<file path="config.mk">
export PLATFORM = sky130hd
export DESIGN_NAME = mem_bus_arbiter
export DESIGN_NICKNAME = d
export VERILOG_FILES = /design/src/rtl/mem_arb_pkg.sv /design/src/rtl/mem_arb_rr_pick.sv /design/src/rtl/mem_bus_arbiter.sv
export SDC_FILE = /design/constraint.sdc
export NUM_CORES = 1
export LEC_CHECK = 0
export BUFFER_PORTS_ARGS = -buffer_cell sky130_fd_sc_hd__buf_4
export CAP_MARGIN = 20
export CELL_PAD_IN_SITES_DETAIL_PLACEMENT = 0
export CELL_PAD_IN_SITES_GLOBAL_PLACEMENT = 1
export CORE_MARGIN = 2
export CORE_UTILIZATION = 38
export CTS_BUF_LIST = sky130_fd_sc_hd__clkbuf_8 sky130_fd_sc_hd__clkbuf_16
export DETAILED_ROUTE_END_ITERATION = 7
export PLACE_DENSITY_LB_ADDON = 0.1
export SLEW_MARGIN = 5
export SYNTH_ARGS = -nofsm -noshare
export SYNTH_HDL_FRONTEND = slang
export SYNTH_SLANG_ARGS = --single-unit
</file>
<file path="constraint.sdc">
create_clock -name clock -period 7.2 [get_ports clock]
set_input_delay 0.72 -clock clock [delete_from_list [all_inputs] [get_ports clock]]
set_output_delay 0.72 -clock clock [all_outputs]
set_load 0.1 [all_outputs]
</file>
<file path="src/rtl/mem_arb_pkg.sv">
// Shared types and constants for the two-requester memory bus arbiter.
package mem_arb_pkg;

   typedef enum logic [1:0] {
      IDLE  = 2'd0,
      ISSUE = 2'd1,
      WAIT  = 2'd2,
      ACK   = 2'd3
   } state_e;

   localparam logic REQ_CPU = 1'b0;
   localparam logic REQ_AUX = 1'b1;

   localparam int unsigned MEM_LAT_MAX = 15;
   localparam int unsigned CNT_W       = $clog2(MEM_LAT_MAX + 1);

endpackage

</file>
<file path="src/rtl/mem_arb_rr_pick.sv">
// Combinational 2-way round-robin picker: a lone request always wins,
// a tie goes to the requester named by prio.
module mem_arb_rr_pick (
   input  logic req0,
   input  logic req1,
   input  logic prio,
   output logic valid,
   output logic winner
);

   always_comb begin
      valid  = req0 | req1;
      winner = (req0 & req1) ? prio : req1;
   end

endmodule

</file>
<file path="src/rtl/mem_bus_arbiter.sv">
// Round-robin arbiter serialising two bus masters onto one fixed-latency
// memory port; each transaction runs IDLE -> ISSUE -> WAIT -> ACK.
module mem_bus_arbiter
   import mem_arb_pkg::*;
#(
   parameter int unsigned ADDR_W  = 32,
   parameter int unsigned DATA_W  = 32,
   parameter int unsigned MEM_LAT = 1
) (
   input  logic              clock,
   input  logic              reset,
   input  logic              req0,
   input  logic              req1,
   input  logic              we0,
   input  logic              we1,
   input  logic [ADDR_W-1:0] addr0,
   input  logic [ADDR_W-1:0] addr1,
   input  logic [DATA_W-1:0] wdata0,
   input  logic [DATA_W-1:0] wdata1,
   output logic              gnt0,
   output logic              gnt1,
   output logic              ack0,
   output logic              ack1,
   output logic [DATA_W-1:0] rdata0,
   output logic [DATA_W-1:0] rdata1,
   output logic              mem_en,
   output logic              mem_we,
   output logic [ADDR_W-1:0] mem_addr,
   output logic [DATA_W-1:0] mem_wdata,
   input  logic [DATA_W-1:0] mem_rdata
);

   state_e             state_q, state_d;
   logic [CNT_W-1:0]   cnt_q, cnt_d;
   logic               prio_q, prio_d;
   logic               owner_q, owner_d;
   logic               mem_we_q, mem_we_d;
   logic [ADDR_W-1:0]  mem_addr_q, mem_addr_d;
   logic [DATA_W-1:0]  mem_wdata_q, mem_wdata_d;
   logic [DATA_W-1:0]  rdata0_q, rdata0_d;
   logic [DATA_W-1:0]  rdata1_q, rdata1_d;
   logic               gnt0_q, gnt0_d;
   logic               gnt1_q, gnt1_d;
   logic               ack0_q, ack0_d;
   logic               ack1_q, ack1_d;
   logic               mem_en_q, mem_en_d;

   logic               pick_valid;
   logic               pick_winner;

   mem_arb_rr_pick u_pick (
      .req0   (req0),
      .req1   (req1),
      .prio   (prio_q),
      .valid  (pick_valid),
      .winner (pick_winner)
   );

   // The memory-side registers double as the transaction latch: loaded on
   // the winning edge, held through ACK, cleared on the return to IDLE.
   always_comb begin
      state_d     = state_q;
      cnt_d       = cnt_q;
      prio_d      = prio_q;
      owner_d     = owner_q;
      mem_we_d    = mem_we_q;
      mem_addr_d  = mem_addr_q;
      mem_wdata_d = mem_wdata_q;
      rdata0_d    = rdata0_q;
      rdata1_d    = rdata1_q;

      unique case (state_q)
         IDLE: begin
            if (pick_valid) begin
               state_d = ISSUE;
               owner_d = pick_winner;
               if (pick_winner == REQ_AUX) begin
                  mem_we_d    = we1;
                  mem_addr_d  = addr1;
                  mem_wdata_d = wdata1;
               end else begin
                  mem_we_d    = we0;
                  mem_addr_d  = addr0;
                  mem_wdata_d = wdata0;
               end
            end
         end
         ISSUE: begin
            state_d = WAIT;
            cnt_d   = CNT_W'(MEM_LAT - 1);
         end
         WAIT: begin
            if (cnt_q == '0) begin
               state_d = ACK;
               if (!mem_we_q) begin
                  if (owner_q == REQ_AUX) rdata1_d = mem_rdata;
                  else                    rdata0_d = mem_rdata;
               end
            end else begin
               cnt_d = cnt_q - CNT_W'(1);
            end
         end
         ACK: begin
            state_d     = IDLE;
            prio_d      = ~owner_q;
            mem_we_d    = 1'b0;
            mem_addr_d  = '0;
            mem_wdata_d = '0;
         end
         default: state_d = IDLE;
      endcase

      // Strobes are registered from the next-state decode so they line up with the state.
      gnt0_d   = (state_d != IDLE) && (owner_d == REQ_CPU);
      gnt1_d   = (state_d != IDLE) && (owner_d == REQ_AUX);
      ack0_d   = (state_d == ACK)  && (owner_d == REQ_CPU);
      ack1_d   = (state_d == ACK)  && (owner_d == REQ_AUX);
      mem_en_d = (state_d == ISSUE);
   end

   always_ff @(posedge clock or posedge reset) begin
      if (reset) begin
         state_q     <= IDLE;
         cnt_q       <= '0;
         prio_q      <= REQ_CPU;
         owner_q     <= REQ_CPU;
         mem_we_q    <= 1'b0;
         mem_addr_q  <= '0;
         mem_wdata_q <= '0;
         rdata0_q    <= '0;
         rdata1_q    <= '0;
         gnt0_q      <= 1'b0;
         gnt1_q      <= 1'b0;
         ack0_q      <= 1'b0;
         ack1_q      <= 1'b0;
         mem_en_q    <= 1'b0;
      end else begin
         state_q     <= state_d;
         cnt_q       <= cnt_d;
         prio_q      <= prio_d;
         owner_q     <= owner_d;
         mem_we_q    <= mem_we_d;
         mem_addr_q  <= mem_addr_d;
         mem_wdata_q <= mem_wdata_d;
         rdata0_q    <= rdata0_d;
         rdata1_q    <= rdata1_d;
         gnt0_q      <= gnt0_d;
         gnt1_q      <= gnt1_d;
         ack0_q      <= ack0_d;
         ack1_q      <= ack1_d;
         mem_en_q    <= mem_en_d;
      end
   end

   assign gnt0      = gnt0_q;
   assign gnt1      = gnt1_q;
   assign ack0      = ack0_q;
   assign ack1      = ack1_q;
   assign rdata0    = rdata0_q;
   assign rdata1    = rdata1_q;
   assign mem_en    = mem_en_q;
   assign mem_we    = mem_we_q;
   assign mem_addr  = mem_addr_q;
   assign mem_wdata = mem_wdata_q;

endmodule

</file>
# Yosys cells after proc, flatten, opt, wreduce, memory -nomap -nowiden

Index checks and enable logic that the tools add are counted.

Register bits: 142
Output and inout port bits: 134
Memory bits (writable): 0
Bits of input ports: 166
Bits in read-only memories: 0
Memories: 0
Latch bits: 0

Multipliers: 0
Shifts and indexed selects: 0
Multiplexer cells: 17
Add/sub/neg operators: 1
Div/mod/pow operators: 0
Reductions and logical operators: 13
Equal/unequal tests: 7
Bitwise operators: 5
$lt $le $gt $ge: 0

Operators by type and width:

| cell                                                                   | number |
|---|---|
| 32-bit two-way mux                                                     | 4 |
| 32-bit case mux with 2 select lines                                    | 2 |
| 2-bit case mux with 4 select lines                                     | 1 |
| 4-bit case mux with 2 select lines                                     | 1 |
| 4-bit AND reduction                                                    | 2 |
| 2-bit equality test (second input constant)                            | 3 |
| 2-bit nonzero test                                                     | 3 |
| 1-bit two-way mux                                                      | 5 |
| 2-bit by 1-bit equality test with 1-bit output (second input constant) | 2 |
| 1-bit logical AND                                                      | 4 |
| 4-bit zero test                                                        | 1 |
| 2-bit two-way mux                                                      | 2 |
| 4-bit two-way mux                                                      | 1 |
| 2-bit inequality test (second input constant)                          | 2 |
| 2-bit AND reduction                                                    | 2 |
| 4-bit by 1-bit subtractor with 4-bit output (second input constant)    | 1 |
| 1-bit NOT                                                              | 3 |
| 2-bit zero test                                                        | 1 |
| 1-bit case mux with 2 select lines                                     | 1 |
| 1-bit AND                                                              | 1 |
| 1-bit OR                                                               | 1 |

# Logic depth before layout (Yosys ltp)

Gate-level depths: netlist of run 1.

Depth in word-level cells: 6
Depth in mapped cells: 7
Depth with buffers taken out: 6

# Modules after synthesis

A second synthesis of run 1 with hierarchy kept.

Cell total of the unflattened synthesis: 481
Area, all modules: 6124.6 um2

Modules (own cells, without submodules):

| module          | seq. area each (um2) | cells an instance | instances | area each (um2) |
|---|---|---|---|---|
| mem_bus_arbiter | 3553.4               | 478               | 1         | 6107.1 |
| mem_arb_rr_pick | 0.0                  | 3                 | 1         | 17.5 |

# Least setup slack after synthesis of run 1

No wires, ideal clock.

Path type: flip-flop to flip-flop
Start point: register cnt_q[0]
End point: register rdata0_q[0], in the netlist rdata0[0]
Arrival time: 2.092 ns
Setup time: 0.125 ns
Clock period less this slack: 2.218 ns
Data required time: 7.075 ns
Buffers on the path: 2
Path slack: 4.982 ns
Cell stages (with the launch flop): 8
Cells stage by stage: dfrtp_1 -> inv_1 -> ha_1 -> or3b_4 -> or4b_4 -> buf_6 -> buf_12 -> mux2_4

Word-level cells in the longest chain between the ends: 2

Ends and longest elaborated chain:

| item                                 | RTL line               | text |
|---|---|---|
| start, declared                      | mem_bus_arbiter.sv:34  | `logic [CNT_W-1:0] cnt_q, cnt_d;` |
| start signal, assigned               | mem_bus_arbiter.sv:139 | `cnt_q <= cnt_d;` |
| 4-bit zero test                      | mem_bus_arbiter.sv:93  | `if (cnt_q == '0) begin` |
| 4-bit AND reduction (no source line) | --                     |  |
| end signal, assigned                 | mem_bus_arbiter.sv:145 | `rdata0_q <= rdata0_d;` |
| end, declared                        | mem_bus_arbiter.sv:40  | `logic [DATA_W-1:0] rdata0_q, rdata0_d;` |

Every way passes these cells.
A chain may end at the register's enable or synchronous reset.

# Worst setup path in the final report of run 1

Start point: register state_q[0]
End point: register mem_wdata_q[27], in the netlist mem_wdata[27]

Word-level cells in the longest chain between the ends: 3
Elaborated cells on any way between the ends: 6
Those cells by class: eq/ne (2); mux (1); reduce/logical (3)

Ends and longest elaborated chain:

| item                                                                         | RTL line               | text |
|---|---|---|
| start, declared                                                              | mem_bus_arbiter.sv:33  | `state_e state_q, state_d;` |
| start signal, assigned                                                       | mem_bus_arbiter.sv:138 | `state_q <= state_d;` |
| 2-bit equality test or 2-bit zero test (tied branches)                       | mem_bus_arbiter.sv:72  | `unique case (state_q)` |
| 2-bit nonzero test (no source line) or 2-bit inequality test (tied branches) | --                     |  |
| 2-bit AND reduction (no source line)                                         | --                     |  |
| end signal, assigned                                                         | mem_bus_arbiter.sv:144 | `mem_wdata_q <= mem_wdata_d;` |
| end, declared                                                                | mem_bus_arbiter.sv:39  | `logic [DATA_W-1:0] mem_wdata_q, mem_wdata_d;` |

Several ways; a longest one is shown, not always the timed one.

==> results of run 1 <==
-- worst max-delay path, cell delays in order, from the launching register on --
cell     delay [ps]
dfrtp_1         420
inv_1           120
ha_1            300
or3b_2          510
o21ai_4         160
buf_4           590
a221o_1         260
-- flip-flops by register name, summed over array words and instances, names as in the netlist, 2 cells and up --
name / cells
cnt_q: 4
state_q: 2
rdata0: 32
mem_wdata: 32
mem_addr: 32
rdata1: 32
-- cells in the final DEF, fill, tap and decap left out, types with 4 or more instances in the layout --
cell type | Yosys | layout
nor2_1 | 7 | 7
buf_4 | 0 | 305
mux2_2 | 34 | 34
nand2_1 | 5 | 5
dfrtp_1 | 142 | 142
nor3b_1 | 65 | 65
mux2_4 | 30 | 30
a221o_1 | 65 | 65
clkbuf_16 | 0 | 17
clkinv_2 | 0 | 4
inv_1 | 8 | 11
ha_1 | 7 | 7
nor3_1 | 5 | 4
-- through the flow --
| stage | cell area (um^2) | hold slack (ps) | cells |
|---|---|---|---|
| after floorplan | 6081 | 465.7 | 428 |
| after global placement | 8464 | 490.0 | 913 |
| after detailed placement | 8464 | 496.3 | 913 |
| after CTS | 9056 | 387.9 | 944 |
| after global routing | 9084 | 399.2 | 945 |
| final | 9084 | 359.2 | 945 |
-- kinds of logic (layout without fill, tap and decap cells) --
logic type               count (synthesis)  in the layout  share of synthesized area (%)
flip-flops                             142            142                          58.44
AND/OR/NAND/NOR                         94             94                          10.70
AO/OA/AOI/OAI                           77             77                          11.93
multiplexers                            64             64                          13.70
buffers and inverters                   44            345                          3.786
adder cells (fa/ha/maj)                  7              7                          1.440
-- synthesized netlist by cell type (3+ instances only) --
cell	instances
inv_1	8
nor3b_1	65
mux2_4	30
mux2_2	34
nand2_1	5
clkbuf_1	22
a221o_1	65
nor3_1	5
a21oi_1	3
dfrtp_1	142
buf_1	3
o21ai_0	4
buf_2	7
buf_12	3
nand3_1	3
ha_1	7
nor2_1	7
-- final timing paths --
path | start | slack, ps | to
worst max-delay path | state_q[0] | 4730 | mem_wdata[27]
worst min register to register | rdata1[10] | 500 | rdata1[10]
worst max register to register | state_q[0] | 4730 | mem_wdata[27]
min in group clock | rdata1[10] | 500 | rdata1[10]
worst min-delay path | reset | 360 | mem_addr[14]
max in group asynchronous | reset | 5760 | state_q[0]
-- routing by layer --
layer | GRT usage [%] | vias to the layer above
met3 | 7.451 | 22
met4 | 7.196 | 0
li1 | - | 2211
met2 | 32.41 | 204
met5 | 0 | -
met1 | 25.98 | 2384
-- final cells by class --
type                            count  area [um^2]  share of cell area (%)
Clock buffer                       20        466.7                   5.138
Clock inverter                     11        125.1                   1.377
Inverter                            8        35.03                  0.3857
Timing Repair Buffer              306         2317                   25.51
Multi-Input combinational cell    242         2316                   25.50
Tap cell                          216        270.3                   2.975
Sequential cell                   142         3553                   39.12
==> impl_metrics.csv, run 1 <==
group,metric,value,unit
route,ant_nets,0,
timing,post-route-period-util,34.37,%
clock_tree,worstSkewPairLatency,420,ps
clock_tree,hold_fix_buffers_at_cts,0,
critical_path,crit_path_end_kind,"register",
yosys,post_synth.cell_area_avg,14.21,um^2
route,met2_wirelength,8495,um
timing,finalSetupViolCount,0,
critical_path,timing.critical_path.required,7540,ps
global_routing,first_global_vias,4977,
route,drc,0,
yosys,synth-edff-count,0,
route,dr.first_iter.drc_count,192,
floorplanning,io_pins,300,
yosys,synth.net_count,601,
critical_path,setup_cp_type,"reg -> reg",
finish,n_fill_cell,1365,
global_routing,total_congestion_overflow,0,
timing,tmin_final,2475,ps
global_routing,antenna_found_initial,0,
worst_hold_path,hp-class,"in -> async",
floorplanning,floorplan.core_area,15770,um^2
clock_tree,cts_repair_resize_count,0,
clock_tree,h-tree-depth,4,
route,drt_pre_antenna_iters,4,
clock_tree,worst_setup_hold_path_clk_slew,60,ps
timing,finalHoldViolCount,0,
route,detail_route.wirelength,17860,um
route,wl_per_cell,18.90,um
critical_path,reg2regPathDepth,6,
placed_design,gp_congestion,0.7719,
yosys,synthesis.instances,428,
global_routing,grt_max_degree,82,
floorplanning,dieWidth,130.5,um
clock_tree,cts.sink_count,142,
timing,timing.setup.tns,0,ps
critical_path,setup.worst_path.start_class,"register",
job,drv_cap,0,
timing,count_of_pins_over_their_slew_limit,0,
global_routing,global_route.usage.total,20.45,%
finish,nNetsFinal,890,
yosys,synth_top_area_share,58.44,%
finish,diodes,0,
yosys,synth-async-reset-ratio,100.0,%
clock_tree,numCtsBuffers,17,
clock_tree,clock_tree_from_tritoncts,"done",
critical_path,crit_fanout,55,
route,viasPerCell,5.102,
finish,postLayoutCoreUtil,57.60,%
outcome,status,"finished clean",
yosys,synth.ff_latch_count,142,
clock_tree,cts_setup_buffers,0,
timing,layout_setup_ws,4725,ps
floorplanning,initial_core_util,38.56,%
clock_tree,clockBufferDepth,2,
floorplanning,die_area,17030,um^2
yosys,post_synth_main_area_contributors,"dfrtp_1, a221o_1, nor3b_1",
floorplanning,die_y,130.5,um
yosys,synthDistinctLibCells,32,
timing,maxClockFrequency,404.0,MHz
finish,proportion_of_layout_cells_with_a_drive_suffix_above_1,55.69,%
route,met3WireLength,1479,um
yosys,synthesis.yosys.warnings,0,
yosys,yosysTopAreaCell,"dfrtp_1",
timing,max_slew.worst_pin.slew,776.0,ps
route,top_layer_used,"met4",
timing,rsz0062_at_grt,"false",
clock_tree,clock-root-buffer,"clkbuf_16",
finish,area_growth,49.38,%
yosys,postSynth.topFlopCell,"dfrtp_1",
route,num_vias,4821,
critical_path,worstPathArrival,2820,ps
floorplanning,core.rowCount,46,
global_routing,grt_first_pass_wirelength,26570,um
yosys,synth_sequential_area_ratio,58.44,%
placed_design,placement.setup.worst_slack,4726,ps
yosys,netlist_area_before_placement,6081,um^2
timing,timing.slew.headroom,48.27,%
timing,max_clock_skew,11.24,ps
placed_design,placement.io_buffers,299,
placed_design,detailedPlacementHpwl,12280,um
route,wirelength_met1,7578,um
Power of run 1 is left out: the tool's default activity adds up to more than one toggle a clock period on the data nets, which glitch-free logic cannot reach.
==> run 2: changes to the inputs <==
--- a/config.mk
+++ b/config.mk
@@ -10,7 +10,7 @@
 export CELL_PAD_IN_SITES_DETAIL_PLACEMENT = 0
 export CELL_PAD_IN_SITES_GLOBAL_PLACEMENT = 1
 export CORE_MARGIN = 2
-export CORE_UTILIZATION = 38
+export CORE_UTILIZATION = 35
 export CTS_BUF_LIST = sky130_fd_sc_hd__clkbuf_8 sky130_fd_sc_hd__clkbuf_16
 export DETAILED_ROUTE_END_ITERATION = 7
 export PLACE_DENSITY_LB_ADDON = 0.1
==> constraint.sdc (replaced) <==
create_clock -name clock -period 2.54 [get_ports clock]
set_input_delay 0.254 -clock clock [delete_from_list [all_inputs] [get_ports clock]]
set_output_delay 0.254 -clock clock [all_outputs]
set_load 0.1 [all_outputs]
==> run 2 against run 1 <==
Effect of this change: fmax increased by 8.0%; wire length is 1.4% higher; critical path type unchanged; register-to-register slack lost 4500 ps; sequential share of layout area is 0.59 points lower; worst setup slack got worse by 4500 ps; clock skew decreased by 2.9 ps.
==> impl_metrics.csv, run 2 (synthesized netlist as in run 1, its figures left out) <==
group,metric,value,unit
finish,diodes,0,
critical_path,setup.worst_path.start_class,"register",
route,wl_per_cell,18.88,um
timing,finalSetupViolCount,0,
critical_path,crit_path_start,"cnt_q[0]",
critical_path,cp_cell_sequence,"inv_1 -> ha_1 -> or3b_4 -> or4b_4 -> buf_12 -> mux2_4",
worst_hold_path,hp-start,"wdata1[23]",
route,ant_nets,0,
clock_tree,numCtsBuffers,17,
critical_path,crit_path_max_incr_delay,510,ps
timing,max_slew.worst_pin.slew,744.7,ps
timing,tmin_final,2291,ps
clock_tree,h-tree-depth,4,
global_routing,grt_first_pass_wirelength,27390,um
floorplanning,die_area,18440,um^2
floorplanning,io_pins,300,
floorplanning,core.rowCount,48,
global_routing,global_route.usage.total,19.35,%
critical_path,timing.critical_path.required,2840,ps
critical_path,path_delay_family,"simple AND/OR/NAND/NOR gates",
route,num_vias,4858,
critical_path,setup_cp_type,"reg -> reg",
clock_tree,cts_repair_resize_count,0,
clock_tree,cts.sink_count,142,
route,met3WireLength,1725,um
finish,proportion_of_layout_cells_with_a_drive_suffix_above_1,56.13,%
timing,maxClockFrequency,436.5,MHz
placed_design,gp_congestion,0.7770,
route,viasPerCell,5.066,
outcome,status,"finished clean",
critical_path,worstPathArrival,2590,ps
finish,most_common_cell_after_layout_fill_and_taps_aside,"buf_4",
critical_path,regToRegStartpoint,"cnt_q[0]",
route,dr.first_iter.drc_count,241,
placed_design,detailedPlacementHpwl,12830,um
critical_path,reg2reg_setup_slack,250,ps
critical_path,critical_register_to_register_path_endpoint,"rdata0[8]",
route,drc,0,
floorplanning,floorplan.core_area,17120,um^2
finish,nNetsFinal,894,
clock_tree,clock_tree_from_tritoncts,"done",
floorplanning,initial_core_util,35.53,%
placed_design,detailed_place.area,8592,um^2
route,wirelength_met1,7375,um
finish,n_fill_cell,1505,
worst_hold_path,worst_hold_path.endpoint,"mem_wdata[23]",
critical_path,cp.buffers_inverters,2,
timing,rsz0062_at_grt,"false",
route,top_layer_used,"met4",
critical_path,crit_fanout,32,
placed_design,placement.io_buffers,299,
job,drv_cap,0,
finish,postLayoutCoreUtil,53.88,%
finish,finish.instance_area,9223,um^2
floorplanning,dieWidth,135.8,um
global_routing,first_global_vias,5038,
clock_tree,worst_setup_hold_path_clk_slew,60,ps
clock_tree,worstSkewPairLatency,420,ps
route,drt_pre_antenna_iters,4,
critical_path,crit_path_end_kind,"register",
global_routing,grt_max_degree,86,
timing,timing.slew.headroom,50.35,%
finish,final_cell_mix,"buf_4, dfrtp_1, nor3b_1, a221o_1, mux2_2",
critical_path,reg2regPathDepth,6,
clock_tree,clock-root-buffer,"clkbuf_16",
finish,non_filler_instances,959,
timing,finalHoldViolCount,0,
route,met2_wirelength,8634,um
route,detail_route.wirelength,18110,um
timing,count_of_pins_over_their_slew_limit,0,
worst_hold_path,hold-path-cell-count,2,
floorplanning,die_y,135.8,um
timing,max_clock_skew,8.363,ps
critical_path,critical_path.slowest_cell,"or4b_4",
timing,post-route-period-util,90.20,%
placed_design,place.detailed.instances,926,
clock_tree,clockBufferDepth,2,
worst_hold_path,hp-class,"in -> reg",
global_routing,total_congestion_overflow,0,
finish,area_growth,51.67,%
global_routing,antenna_found_initial,0,
timing,timing.setup.tns,0,ps
-- run 2: cell types whose count changed in the layout (fill, tap and decap cells not counted), sizes merged --
cell         delta
inv             -1
clkbuf          -3
buf             +3
dlygate4sd3     +1
clkinvlp        +4
bufinv          +1
-- run 2: how the worst max path moves through the flow --
stage / endpoint / slack [ps] / cells past startpoint
6_report: rdata0[8] / 250 / 6
2_1_floorplan: rdata0[0] / 320 / 7
4_1_cts: rdata0[9] / 270 / 6
3_3_place_gp: rdata0[3] / 290 / 6
3_5_place_dp: rdata0[9] / 270 / 6
5_1_grt: rdata0[11] / 170 / 6
-- run 2: stage by stage --
step / setup slack (ps) / hold WS (ps)
3_5_place_dp: 270.3 / 435.9
2_1_floorplan: 322.4 / 400.5
4_1_cts: 269.8 / 45.63
5_1_grt: 168.3 / 52.49
3_3_place_gp: 289.7 / 431.0
6_report: 249.0 / 61.78
-- run 2: routing by layer --
layer | GRT usage [%] | vias up
met5 | 0 | -
met4 | 7.118 | 0
met3 | 6.786 | 25
met2 | 31.82 | 217
met1 | 23.51 | 2398
li1 | - | 2218
-- run 2: final cells by class --
class | instances | area (um^2) | area share, %
Clock inverter | 15 | 195.2 | 2.116
Multi-Input combinational cell | 242 | 2316 | 25.11
Timing Repair Buffer | 310 | 2417 | 26.21
Tap cell | 225 | 281.5 | 3.053
Sequential cell | 142 | 3553 | 38.53
Inverter | 8 | 33.78 | 0.3663
Clock buffer | 17 | 425.4 | 4.613
-- run 2: what timing repair did --
item                                   in CTS  in global routing
hold buffers                                1                  0
endpoints found under the hold margin      36                  0
buffers inserted                            0                  0
Power of run 2 is left out for the same reason.
